## src/rtl/ssg_pkg.sv

```systemverilog
// Shared types and constants for the display arbiter: state encoding, CFG field
// positions and the idle display image.
package ssg_pkg;

  typedef enum logic [1:0] {
    ST_IDLE = 2'b00,
    ST_OWN0 = 2'b01,
    ST_OWN1 = 2'b10
  } state_t;

  localparam int unsigned CFG_USE_SEG   = 9;
  localparam int unsigned CFG_AUTOBLANK = 8;
  localparam int unsigned CFG_BLINK_LSB = 4;
  localparam int unsigned CFG_BLANK_LSB = 0;

  typedef struct packed {
    logic [15:0] din;
    logic [31:0] seg;
    logic [3:0]  blank;
    logic [3:0]  blink;
    logic        use_seg;
    logic        autoblank;
  } disp_t;

  // Idle image: every anode blanked, segments all-ones (off).
  localparam disp_t IDLE_DISP = '{
    din:       '0,
    seg:       '1,
    blank:     '1,
    blink:     '0,
    use_seg:   1'b0,
    autoblank: 1'b0
  };

  function automatic disp_t client_disp(input logic [15:0] din,
                                        input logic [31:0] seg,
                                        input logic [9:0]  cfg);
    disp_t d;
    d.din       = din;
    d.seg       = seg;
    d.blank     = cfg[CFG_BLANK_LSB +: 4];
    d.blink     = cfg[CFG_BLINK_LSB +: 4];
    d.use_seg   = cfg[CFG_USE_SEG];
    d.autoblank = cfg[CFG_AUTOBLANK];
    return d;
  endfunction

endpackage

```

## src/rtl/ssg_dwell_timer.sv

```systemverilog
// 32-bit saturating ownership timer; expired holds once DWELL_CYCLES-1 is reached.
module ssg_dwell_timer #(
  parameter int unsigned DWELL_CYCLES = 1000
) (
  input  logic clk,
  input  logic reset,
  input  logic clear,
  input  logic enable,
  output logic expired
);

  localparam logic [31:0] LAST = (DWELL_CYCLES == 0) ? 32'd0 : 32'(DWELL_CYCLES - 1);

  logic [31:0] count;

  always_ff @(posedge clk) begin
    if (reset || clear) begin
      count <= '0;
    end else if (enable && (count != LAST)) begin
      count <= count + 32'd1;
    end
  end

  assign expired = (count == LAST);

endmodule

```

## src/rtl/ssg_disp_arb.sv

```systemverilog
// Two-client seven-segment display arbiter with dwell-based round-robin.
// Define SSG_ARB_PREEMPT_EN to make client 1 a preempting alert client.
import ssg_pkg::*;

module ssg_disp_arb #(
  parameter int unsigned CLK_FREQUENCY_HZ = 50000000,
  parameter int unsigned DWELL_MS         = 1000
) (
  input  logic        CLK,
  input  logic        RESET,
  input  logic [1:0]  REQ,
  input  logic [15:0] C0_DIN,
  input  logic [15:0] C1_DIN,
  input  logic [31:0] C0_SEG,
  input  logic [31:0] C1_SEG,
  input  logic [9:0]  C0_CFG,
  input  logic [9:0]  C1_CFG,
  output logic [1:0]  GNT,
  output logic [15:0] DIN,
  output logic [31:0] SEG_DATA,
  output logic [3:0]  BLANK,
  output logic [3:0]  BLINK,
  output logic        USE_SEGMENT_DATA,
  output logic        AUTOBLANK
);

  localparam int unsigned DWELL_CYCLES = (CLK_FREQUENCY_HZ / 1000) * DWELL_MS;

  state_t state;
  state_t nxt;
  logic   last;
  logic   expired;
  disp_t  disp;

  ssg_dwell_timer #(.DWELL_CYCLES(DWELL_CYCLES)) u_timer (
    .clk     (CLK),
    .reset   (RESET),
    .clear   (nxt != state),
    .enable  (state != ST_IDLE),
    .expired (expired)
  );

  always_comb begin
    nxt = state;
    unique case (state)
      ST_IDLE: begin
        unique case (REQ)
          2'b01:   nxt = ST_OWN0;
          2'b10:   nxt = ST_OWN1;
`ifdef SSG_ARB_PREEMPT_EN
          2'b11:   nxt = ST_OWN1;
`else
          2'b11:   nxt = last ? ST_OWN0 : ST_OWN1;
`endif
          default: nxt = ST_IDLE;
        endcase
      end
      ST_OWN0: begin
        if (!REQ[0])
          nxt = REQ[1] ? ST_OWN1 : ST_IDLE;
`ifdef SSG_ARB_PREEMPT_EN
        else if (REQ[1])
          nxt = ST_OWN1;
`else
        else if (REQ[1] && expired)
          nxt = ST_OWN1;
`endif
      end
      ST_OWN1: begin
        if (!REQ[1])
          nxt = REQ[0] ? ST_OWN0 : ST_IDLE;
`ifndef SSG_ARB_PREEMPT_EN
        else if (REQ[0] && expired)
          nxt = ST_OWN0;
`endif
      end
      default: nxt = ST_IDLE;
    endcase
  end

  // Outputs are loaded from the next state so a grant and its data land on the same edge.
  always_ff @(posedge CLK) begin
    if (RESET) begin
      state <= ST_IDLE;
      last  <= 1'b1;
      disp  <= IDLE_DISP;
    end else begin
      state <= nxt;
      unique case (nxt)
        ST_OWN0: begin
          last <= 1'b0;
          disp <= client_disp(C0_DIN, C0_SEG, C0_CFG);
        end
        ST_OWN1: begin
          last <= 1'b1;
          disp <= client_disp(C1_DIN, C1_SEG, C1_CFG);
        end
        default: disp <= IDLE_DISP;
      endcase
    end
  end

  assign GNT              = state;
  assign DIN              = disp.din;
  assign SEG_DATA         = disp.seg;
  assign BLANK            = disp.blank;
  assign BLINK            = disp.blink;
  assign USE_SEGMENT_DATA = disp.use_seg;
  assign AUTOBLANK        = disp.autoblank;

endmodule

```

## config.mk

```make
export PLATFORM = sky130hd
export DESIGN_NAME = ssg_disp_arb
export DESIGN_NICKNAME = d
export VERILOG_FILES = /design/src/rtl/ssg_pkg.sv /design/src/rtl/ssg_dwell_timer.sv /design/src/rtl/ssg_disp_arb.sv
export SDC_FILE = /design/constraint.sdc
export NUM_CORES = 1
export LEC_CHECK = 0
export BUFFER_PORTS_ARGS = -buffer_cell sky130_fd_sc_hd__buf_4
export CORE_MARGIN = 1.5
export CORE_UTILIZATION = 35
export CTS_BUF_LIST = sky130_fd_sc_hd__clkbuf_8 sky130_fd_sc_hd__clkbuf_16
export DETAILED_ROUTE_END_ITERATION = 16
export PLACE_DENSITY = 0.72
export SETUP_SLACK_MARGIN = 0.15
export SLEW_MARGIN = 20
export SYNTH_ARGS = -nofsm -noshare
export SYNTH_HDL_FRONTEND = slang
export SYNTH_SLANG_ARGS = --single-unit
```

## constraint.sdc

```tcl
create_clock -name CLK -period 4 [get_ports CLK]
set_clock_uncertainty 0.1 [all_clocks]
set_input_delay 1.2 -clock CLK [delete_from_list [all_inputs] [get_ports CLK]]
set_output_delay 1.2 -clock CLK [all_outputs]
set_load 0.005 [all_outputs]
```

==> impl_results.html, run 1 <==
<table>
<tr><th>Metric</th><th>Value</th></tr>
<tr><th colspan="2">Clock tree</th></tr>
<tr><td>Clock sink count</td><td>93</td></tr>
<tr><td>Clock Tree Root</td><td>clkbuf_8</td></tr>
<tr><td>Number of setup buffers added after CTS</td><td>0</td></tr>
<tr><td>Number of hold buffers added after cts</td><td>0</td></tr>
<tr><td>Deepest level of the CTS H-tree</td><td>3</td></tr>
<tr><td>CTS tree</td><td>yes</td></tr>
<tr><td>Clock-pin transition on the worst setup and hold timing paths</td><td>0.09 ns</td></tr>
<tr><td>Clock network latency to the later pin of the worst-skew pair</td><td>0.36 ns</td></tr>
<tr><td>Max Root-Sink Buffers</td><td>2</td></tr>
<tr><td>Cts repair resizes</td><td>0</td></tr>
<tr><td>Number of buffers created by CTS</td><td>9</td></tr>
<tr><th colspan="2">Drt</th></tr>
<tr><td>Number of DRC markers in iteration 0</td><td>252</td></tr>
<tr><td>Drt wl/cell</td><td>16.1 µm</td></tr>
<tr><td>Antenna Nets Post-Route</td><td>0</td></tr>
<tr><td>Number of optimization iterations in the first detailed-route pass</td><td>4</td></tr>
<tr><td>Avg Vias per Cell</td><td>5.11</td></tr>
<tr><td>Total wirelength of the detailed-routed design</td><td>11100 µm</td></tr>
<tr><td>DRC errors left</td><td>0</td></tr>
<tr><td>Total number of vias</td><td>3529</td></tr>
<tr><th colspan="2">Worst setup path</th></tr>
<tr><td>Critical path peak fanout</td><td>58</td></tr>
<tr><td>Slowest CP cell</td><td>or2_2</td></tr>
<tr><td>Crit path cell chain</td><td>ha_1, nand3_1, or2_4, nor4_4, mux2i_1, or2_1, ha_1, or2_2, a221o_1</td></tr>
<tr><td>Critical path class</td><td>flip-flop to flip-flop</td></tr>
<tr><td>FF-to-FF path depth</td><td>9</td></tr>
<tr><td>Data required time of the worst path</td><td>4.16 ns</td></tr>
<tr><td>Buffers and inverters on the worst path</td><td>0</td></tr>
<tr><td>CP peak stage delay</td><td>0.69 ns</td></tr>
<tr><td>Setup crit end kind</td><td>flip-flop</td></tr>
<tr><td>Logic depth of the worst setup path including buffers</td><td>9</td></tr>
<tr><td>Most numerous cell on the critical path</td><td>ha_1</td></tr>
<tr><td>Family with the most delay on the worst path</td><td>simple AND/OR/NAND/NOR gates</td></tr>
<tr><td>Data arrival time of the critical path</td><td>3.78 ns</td></tr>
<tr><td>Beginning of the worst register-to-register path</td><td>u_timer.count[0]</td></tr>
<tr><td>Startpoint class of the critical path</td><td>flip-flop</td></tr>
<tr><td>Critical Path Start</td><td>u_timer.count[0]</td></tr>
<tr><th colspan="2">Logic synthesis</th></tr>
<tr><td>Number of distinct library cells after synthesis</td><td>45</td></tr>
<tr><td>Number of instances in the synthesized netlist</td><td>382</td></tr>
<tr><td>EDFF count, synth</td><td>0</td></tr>
<tr><td>Yosys warning count</td><td>0</td></tr>
<tr><td>Compound-Gate Fraction of Synth Area</td><td>0.190</td></tr>
<tr><td>Dominant cells by area after synthesis</td><td>dfxtp_1 (50%), a221o_1 (9.6%), nor2_1 (5.8%), xor2_1 (4.9%), a22oi_1 (4.4%)</td></tr>
<tr><td>Post-synthesis async set-or-reset flop share</td><td>0</td></tr>
<tr><td>Area share of xor/xnor cells in the synthesized design</td><td>0.0562</td></tr>
<tr><td>Number of synthesized register bits</td><td>93</td></tr>
<tr><td>Synth Area per Inst</td><td>9.79 µm²</td></tr>
<tr><td>Synth top area share</td><td>0.498</td></tr>
<tr><td>Area share of fa/ha/maj cells after synthesis</td><td>0.0134</td></tr>
<tr><td>Simple-Gate Fraction of Synth Area</td><td>0.192</td></tr>
<tr><td>Top flip-flop cell by instance count after synthesis</td><td>dfxtp_1</td></tr>
<tr><td>Mux cell area share after synthesis</td><td>0.00803</td></tr>
<tr><td>Biggest area consumer among synthesized cells</td><td>dfxtp_1</td></tr>
<tr><td>Syn nets</td><td>506</td></tr>
<tr><td>Combined area of all synthesized cells</td><td>3740 µm²</td></tr>
<tr><td>Register area share after synthesis</td><td>0.498</td></tr>
<tr><td>Main combinational cell family by area after synthesis</td><td>simple AND/OR/NAND/NOR gates</td></tr>
<tr><th colspan="2">Floorplanning</th></tr>
<tr><td>I/O pin count</td><td>180</td></tr>
<tr><td>Area of the core</td><td>10400 µm²</td></tr>
<tr><td>Total number of placement rows</td><td>37</td></tr>
<tr><td>Die Width</td><td>106 µm</td></tr>
<tr><td>Initial cell density of the core</td><td>0.361</td></tr>
<tr><td>Die height</td><td>106 µm</td></tr>
<tr><td>Total die area</td><td>11300 µm²</td></tr>
<tr><th colspan="2">Finish</th></tr>
<tr><td>Number of fill cells</td><td>989</td></tr>
<tr><td>Area delta synth-&gt;final</td><td>42.6%</td></tr>
<tr><td>Ratio of cells with drive above 1 in the final layout</td><td>0.379</td></tr>
<tr><td>Number of nets at the end of the flow</td><td>673</td></tr>
<tr><td>ANT cells</td><td>0</td></tr>
<tr><th colspan="2">Timing</th></tr>
<tr><td>Number of max-slew violations in the final report</td><td>0</td></tr>
<tr><td>Sum Neg Setup Slack</td><td>0 ns</td></tr>
<tr><td>Worst relative slew slack</td><td>0.277</td></tr>
<tr><td>Final Hold Fails</td><td>0</td></tr>
<tr><td>Final worst-path setup slack</td><td>0.377 ns</td></tr>
<tr><td>Slew at the pin closest to its max-slew limit</td><td>1.08 ns</td></tr>
<tr><td>Top achievable clock speed</td><td>276 MHz</td></tr>
<tr><td>RSZ-0062 raised after global routing</td><td>false</td></tr>
<tr><td>Final setup vio count</td><td>0</td></tr>
<tr><td>Shortest period the worst path allows</td><td>3.62 ns</td></tr>
<tr><td>Final period util</td><td>0.906</td></tr>
<tr><th colspan="2">Hold path</th></tr>
<tr><td>Worst hold stages</td><td>1</td></tr>
<tr><td>Worst hold path class</td><td>flip-flop to flip-flop</td></tr>
<tr><td>Hold Startpoint</td><td>u_timer.count[6]</td></tr>
<tr><th colspan="2">Run</th></tr>
<tr><td>Number of maximum-capacitance constraint violations</td><td>0</td></tr>
<tr><th colspan="2">GRT</th></tr>
<tr><td>Global-route wire length before repair</td><td>16800 µm</td></tr>
<tr><td>Initial antenna violation count</td><td>0</td></tr>
<tr><td>All-Layer GR Usage</td><td>0.190</td></tr>
<tr><td>Final global-route overflow total</td><td>0</td></tr>
<tr><td>Via count of the first global-routing pass</td><td>3338</td></tr>
<tr><td>Maximum number of pins on one net before global-route repair</td><td>59</td></tr>
<tr><th colspan="2">Power</th></tr>
<tr><td>Worst vdd rail ir drop</td><td>0.000168 V</td></tr>
<tr><td>Total power density per cell area</td><td>373 nW/µm²</td></tr>
<tr><td>LEAKAGE</td><td>2.20 nW</td></tr>
<tr><th colspan="2">Place</th></tr>
<tr><td>Half-perimeter wire length after detailed placement</td><td>8280 µm</td></tr>
<tr><td>Port Buffer Count</td><td>179</td></tr>
<tr><td>Final Wtd Congestion</td><td>0.866</td></tr>
<tr><td>Dpl ws</td><td>0.383 ns</td></tr>
<tr><th colspan="2">Run status</th></tr>
<tr><td>Outcome</td><td>finished clean</td></tr>
</table>
-- cell type report --
type                    count  area [µm²]  area share
multi-input cells         258        1730       0.324
clock inverters             7        57.6      0.0108
well taps                 136         170      0.0319
flip-flops and latches     93        1860       0.349
clock buffers               9         124      0.0232
repair buffers            184        1380       0.259
inverters                   3        11.3     0.00211
-- per-layer routing --
layer | track usage | vias up | routed length (µm)
met3 | 0.0509 | 21 | 760
met4 | 0.0830 | 0 | 300
met1 | 0.233 | 1635 | 4600
li1 | - | 1751 | -
met5 | 0 | - | 0
met2 | 0.311 | 122 | 5450
-- cells by family after synthesis --
kind of cell | Yosys count
simple gates | 142
flops | 93
compound gates | 85
buf+inv | 31
xor+xnor | 24
fa+ha+maj | 4
mux | 3
-- sequential cells by signal, indices dropped and copies added (netlist names) --
name,cells
SEG_DATA,32
u_timer.count,32
DIN,16
BLANK,4
BLINK,4
GNT,2
AUTOBLANK,1
USE_SEGMENT_DATA,1
last,1
-- synthesized netlist by cell type, types with 2 or more instances --
library cell,instances
nand3_1,16
mux2i_1,3
and3_1,4
a22oi_1,22
and2_1,2
xor2_1,21
or2_2,3
a21oi_1,6
nand4_1,13
buf_6,5
nor4b_1,3
nor3_1,8
xnor2_1,3
dfxtp_1,93
a31oi_1,3
o22ai_1,2
nor4_1,6
a211oi_1,3
inv_1,3
o21ai_0,7
nand2_1,17
clkbuf_1,16
a221o_1,36
buf_1,5
ha_1,4
nor2_1,58
or3_1,2
-- through the flow --
stage | hold slack [ns] | area (µm²) | power [mW] | util | instances
after floorplan | 0.359 | 3740 | 1.19 | - | 382
after global placement | 0.395 | 5140 | 1.40 | 0.496 | 674
after global routing | 0.452 | 5340 | 2.08 | 0.515 | 690
final | 0.407 | 5340 | 1.99 | 0.515 | 690
after detailed placement | 0.388 | 5140 | 1.41 | 0.496 | 674
after CTS | 0.407 | 5330 | 2.00 | 0.514 | 690
-- power breakdown --
group          internal (mW)  switching (mW)
clock network          0.237           0.357
logic                  0.213           0.167
registers              0.990          0.0252
-- layout by cell type, fill, tap and decap left out, types with 4 or more instances in the layout --
cell type and count:
dfxtp_1 93, nand2_1 17, o21ai_0 7, nand3_1 16
a21oi_1 6, nor4_1 6, a22oi_1 22, and3_1 4
a221o_1 36, nor2_1 58, buf_4 184, nor3_1 8
nand4_1 13, clkbuf_8 9, xor2_1 21
-- worst paths after layout --
check | endpoint | slack, ns
max | SEG_DATA[2] | 0.38
min | u_timer.count[6] | 0.41
max reg2reg | SEG_DATA[2] | 0.38
min reg2reg | u_timer.count[6] | 0.41
No activity file was read; power rests on OpenSTA's default activity.
==> inputs of run 2 (changes only) <==
--- a/config.mk
+++ b/config.mk
@@ -10,9 +10,10 @@
 export CORE_UTILIZATION = 35
 export CTS_BUF_LIST = sky130_fd_sc_hd__clkbuf_8 sky130_fd_sc_hd__clkbuf_16
 export DETAILED_ROUTE_END_ITERATION = 16
-export PLACE_DENSITY = 0.72
 export SETUP_SLACK_MARGIN = 0.15
 export SLEW_MARGIN = 20
 export SYNTH_ARGS = -nofsm -noshare
 export SYNTH_HDL_FRONTEND = slang
+export SYNTH_HIERARCHICAL = 1
 export SYNTH_SLANG_ARGS = --single-unit
+export TNS_END_PERCENT = 100
==> impl_results.html, run 2 <==
<table>
<tr><th>Metric</th><th>Value</th></tr>
<tr><th colspan="2">Finish</th></tr>
<tr><td>Ratio of cells with drive above 1 in the final layout</td><td>0.377</td></tr>
<tr><td>Most common library cell in the layout ignoring fill and taps</td><td>buf_4</td></tr>
<tr><td>Post-layout util</td><td>0.516</td></tr>
<tr><td>Number of non-filler instances in the completed layout</td><td>718</td></tr>
<tr><td>ANT cells</td><td>0</td></tr>
<tr><td>Area delta synth-&gt;final</td><td>43.6%</td></tr>
<tr><td>Cell area after layout</td><td>5620 µm²</td></tr>
<tr><td>Highest-count cells in the layout ignoring fill and taps</td><td>buf_4 (186), dfxtp_1 (91), a221o_1 (36)</td></tr>
<tr><td>Number of fill cells</td><td>1011</td></tr>
<tr><td>Number of nets at the end of the flow</td><td>698</td></tr>
<tr><th colspan="2">Clock tree</th></tr>
<tr><td>Clock network latency to the later pin of the worst-skew pair</td><td>0.37 ns</td></tr>
<tr><td>Deepest level of the CTS H-tree</td><td>3</td></tr>
<tr><td>Number of buffers created by CTS</td><td>9</td></tr>
<tr><td>Clock Tree Root</td><td>clkbuf_8</td></tr>
<tr><td>Clock-pin transition on the worst setup and hold timing paths</td><td>0.09 ns</td></tr>
<tr><td>CTS tree</td><td>yes</td></tr>
<tr><td>Max Root-Sink Buffers</td><td>2</td></tr>
<tr><td>Number of hold buffers added after cts</td><td>0</td></tr>
<tr><td>Clock sink count</td><td>93</td></tr>
<tr><th colspan="2">Timing</th></tr>
<tr><td>Final setup vio count</td><td>0</td></tr>
<tr><td>Worst relative slew slack</td><td>0.545</td></tr>
<tr><td>Top achievable clock speed</td><td>273 MHz</td></tr>
<tr><td>Final Hold Fails</td><td>0</td></tr>
<tr><td>Sum Neg Setup Slack</td><td>0 ns</td></tr>
<tr><td>RSZ-0062 raised after global routing</td><td>false</td></tr>
<tr><td>Number of max-slew violations in the final report</td><td>0</td></tr>
<tr><td>Shortest period the worst path allows</td><td>3.67 ns</td></tr>
<tr><td>Min Hold Slack</td><td>0.382 ns</td></tr>
<tr><td>Final period util</td><td>0.917</td></tr>
<tr><td>Slew at the pin closest to its max-slew limit</td><td>0.682 ns</td></tr>
<tr><th colspan="2">GRT</th></tr>
<tr><td>All-Layer GR Usage</td><td>0.211</td></tr>
<tr><td>Global-route wire length before repair</td><td>19100 µm</td></tr>
<tr><td>Maximum number of pins on one net before global-route repair</td><td>59</td></tr>
<tr><td>Final global-route overflow total</td><td>0</td></tr>
<tr><td>Via count of the first global-routing pass</td><td>3754</td></tr>
<tr><td>Initial antenna violation count</td><td>0</td></tr>
<tr><th colspan="2">Logic synthesis</th></tr>
<tr><td>Synth top area share</td><td>0.476</td></tr>
<tr><td>Register area share after synthesis</td><td>0.476</td></tr>
<tr><td>Number of distinct library cells after synthesis</td><td>51</td></tr>
<tr><td>Combined area of all synthesized cells</td><td>3910 µm²</td></tr>
<tr><td>Post-synthesis async set-or-reset flop share</td><td>0</td></tr>
<tr><td>Dominant cells by area after synthesis</td><td>dfxtp_1 (48%), a221o_1 (9.2%), a22oi_1 (4.2%), nor2_1 (3.3%), nand2_1 (2.7%)</td></tr>
<tr><td>Syn nets</td><td>533</td></tr>
<tr><td>Synth top cells by count</td><td>dfxtp_1 (93), a221o_1 (36), nor2_1 (34)</td></tr>
<tr><td>Number of synthesized register bits</td><td>93</td></tr>
<tr><td>Top flip-flop cell by instance count after synthesis</td><td>dfxtp_1</td></tr>
<tr><td>Synth Area per Inst</td><td>9.57 µm²</td></tr>
<tr><td>Biggest area consumer among synthesized cells</td><td>dfxtp_1</td></tr>
<tr><td>Top-count cell post-synth</td><td>dfxtp_1</td></tr>
<tr><td>EDFF count, synth</td><td>0</td></tr>
<tr><td>Yosys warning count</td><td>6</td></tr>
<tr><td>Number of instances in the synthesized netlist</td><td>409</td></tr>
<tr><th colspan="2">Worst setup path</th></tr>
<tr><td>Setup crit end kind</td><td>flip-flop</td></tr>
<tr><td>Data arrival time of the critical path</td><td>3.83 ns</td></tr>
<tr><td>Critical path class</td><td>flip-flop to flip-flop</td></tr>
<tr><td>Beginning of the worst register-to-register path</td><td>u_timer/count[0]</td></tr>
<tr><td>Startpoint class of the critical path</td><td>flip-flop</td></tr>
<tr><td>Critical path peak fanout</td><td>58</td></tr>
<tr><td>Critical Path Start</td><td>u_timer/count[0]</td></tr>
<tr><td>Data required time of the worst path</td><td>4.16 ns</td></tr>
<tr><th colspan="2">Floorplanning</th></tr>
<tr><td>Die Width</td><td>109 µm</td></tr>
<tr><td>Initial cell density of the core</td><td>0.359</td></tr>
<tr><td>Total die area</td><td>11800 µm²</td></tr>
<tr><td>Die height</td><td>109 µm</td></tr>
<tr><td>I/O pin count</td><td>180</td></tr>
<tr><td>Area of the core</td><td>10900 µm²</td></tr>
<tr><td>Total number of placement rows</td><td>38</td></tr>
<tr><th colspan="2">Drt</th></tr>
<tr><td>DRC errors left</td><td>0</td></tr>
<tr><td>Number of DRC markers in iteration 0</td><td>176</td></tr>
<tr><td>Total wirelength of the detailed-routed design</td><td>12600 µm</td></tr>
<tr><td>Total number of vias</td><td>3911</td></tr>
<tr><td>Drt wl/cell</td><td>17.6 µm</td></tr>
<tr><td>Avg Vias per Cell</td><td>5.45</td></tr>
<tr><td>Number of optimization iterations in the first detailed-route pass</td><td>4</td></tr>
<tr><td>Antenna Nets Post-Route</td><td>0</td></tr>
<tr><th colspan="2">Run status</th></tr>
<tr><td>Outcome</td><td>finished clean</td></tr>
<tr><th colspan="2">Place</th></tr>
<tr><td>Half-perimeter wire length after detailed placement</td><td>9200 µm</td></tr>
<tr><td>Final Wtd Congestion</td><td>0.817</td></tr>
<tr><td>Instance area at placement</td><td>5370 µm²</td></tr>
<tr><td>Port Buffer Count</td><td>179</td></tr>
<tr><td># placed instances</td><td>703</td></tr>
<tr><th colspan="2">Hold path</th></tr>
<tr><td>Hold Startpoint</td><td>u_timer/count[31]</td></tr>
<tr><td>Worst hold path class</td><td>flip-flop to flip-flop</td></tr>
<tr><th colspan="2">Power</th></tr>
<tr><td>Total power density per cell area</td><td>382 nW/µm²</td></tr>
<tr><td>LEAKAGE</td><td>2.35 nW</td></tr>
<tr><td>Worst vdd rail ir drop</td><td>0.000282 V</td></tr>
<tr><th colspan="2">Run</th></tr>
<tr><td>Number of maximum-capacitance constraint violations</td><td>0</td></tr>
</table>
[run 2: power breakdown]
part / total (mW) / switching (mW) / internal (mW)
Clock: 0.718 / 0.336 / 0.382
Combinational: 0.411 / 0.184 / 0.227
Sequential: 1.02 / 0.0237 / 0.992
Total: 2.15 / 0.544 / 1.60
[run 2: logic make-up after synthesis]
logic type | Yosys count | synth area share
AO/OA/AOI/OAI | 109 | 0.225
XOR/XNOR | 5 | 0.0112
adder cells (fa/ha/maj) | 4 | 0.0128
buffers and inverters | 41 | 0.0432
flip-flops | 93 | 0.476
multiplexers | 10 | 0.0269
AND/OR/NAND/NOR | 147 | 0.205
[run 2: metal layers]
layer	vias to the layer above	global-route usage	wire [µm]
met2	134	0.336	6160
met5	-	0	0
met4	0	0.0968	294
li1	1893	-	-
met3	18	0.0580	768
met1	1866	0.266	5380
[run 2: final cells by class]
| cell class | instances | area (µm²) | share of cell area |
|---|---|---|---|
| repair buffers | 187 | 1420 | 0.252 |
| flip-flops and latches | 93 | 1860 | 0.332 |
| multi-input cells | 275 | 1910 | 0.340 |
| clock buffers | 11 | 151 | 0.0269 |
| inverters | 8 | 30.0 | 0.00534 |
| well taps | 140 | 175 | 0.0312 |
| clock inverters | 4 | 72.6 | 0.0129 |
[run 2: per-stage QoR]
stage | power [mW] | worst slack, ns
after CTS | 2.16 | 0.173
final | 2.15 | 0.332
after global routing | 2.24 | 0.176
after global placement | 1.44 | 0.230
after detailed placement | 1.45 | 0.146
after floorplan | 1.20 | 0.250
[run 2: worst paths after layout]
path,depth (start not counted),to,slack (ns)
setup reg to reg,12,SEG_DATA[5],0.33
setup / recovery,12,SEG_DATA[5],0.33
hold / removal,2,u_timer/count[31],0.38
hold reg to reg,2,u_timer/count[31],0.38
[run 2: what timing repair did]
item                                    CTS  global route
resized for setup                         2             4
setup buffers                             0             0
pin swaps                                 0             0
endpoints found under the setup margin   36            36
[run 2: worst max-delay path, cell delays in order (launching register included)]
cell and delay (ns):
dfxtp_2 0.38, ha_1 0.20, or4b_4 0.49, nor4_4 0.20, nand3_2 0.14, inv_2 0.11
mux2_4 0.31, a221o_2 0.43, inv_1 0.09, ha_1 0.25, or2_2 0.33, buf_12 0.20
a221o_1 0.29
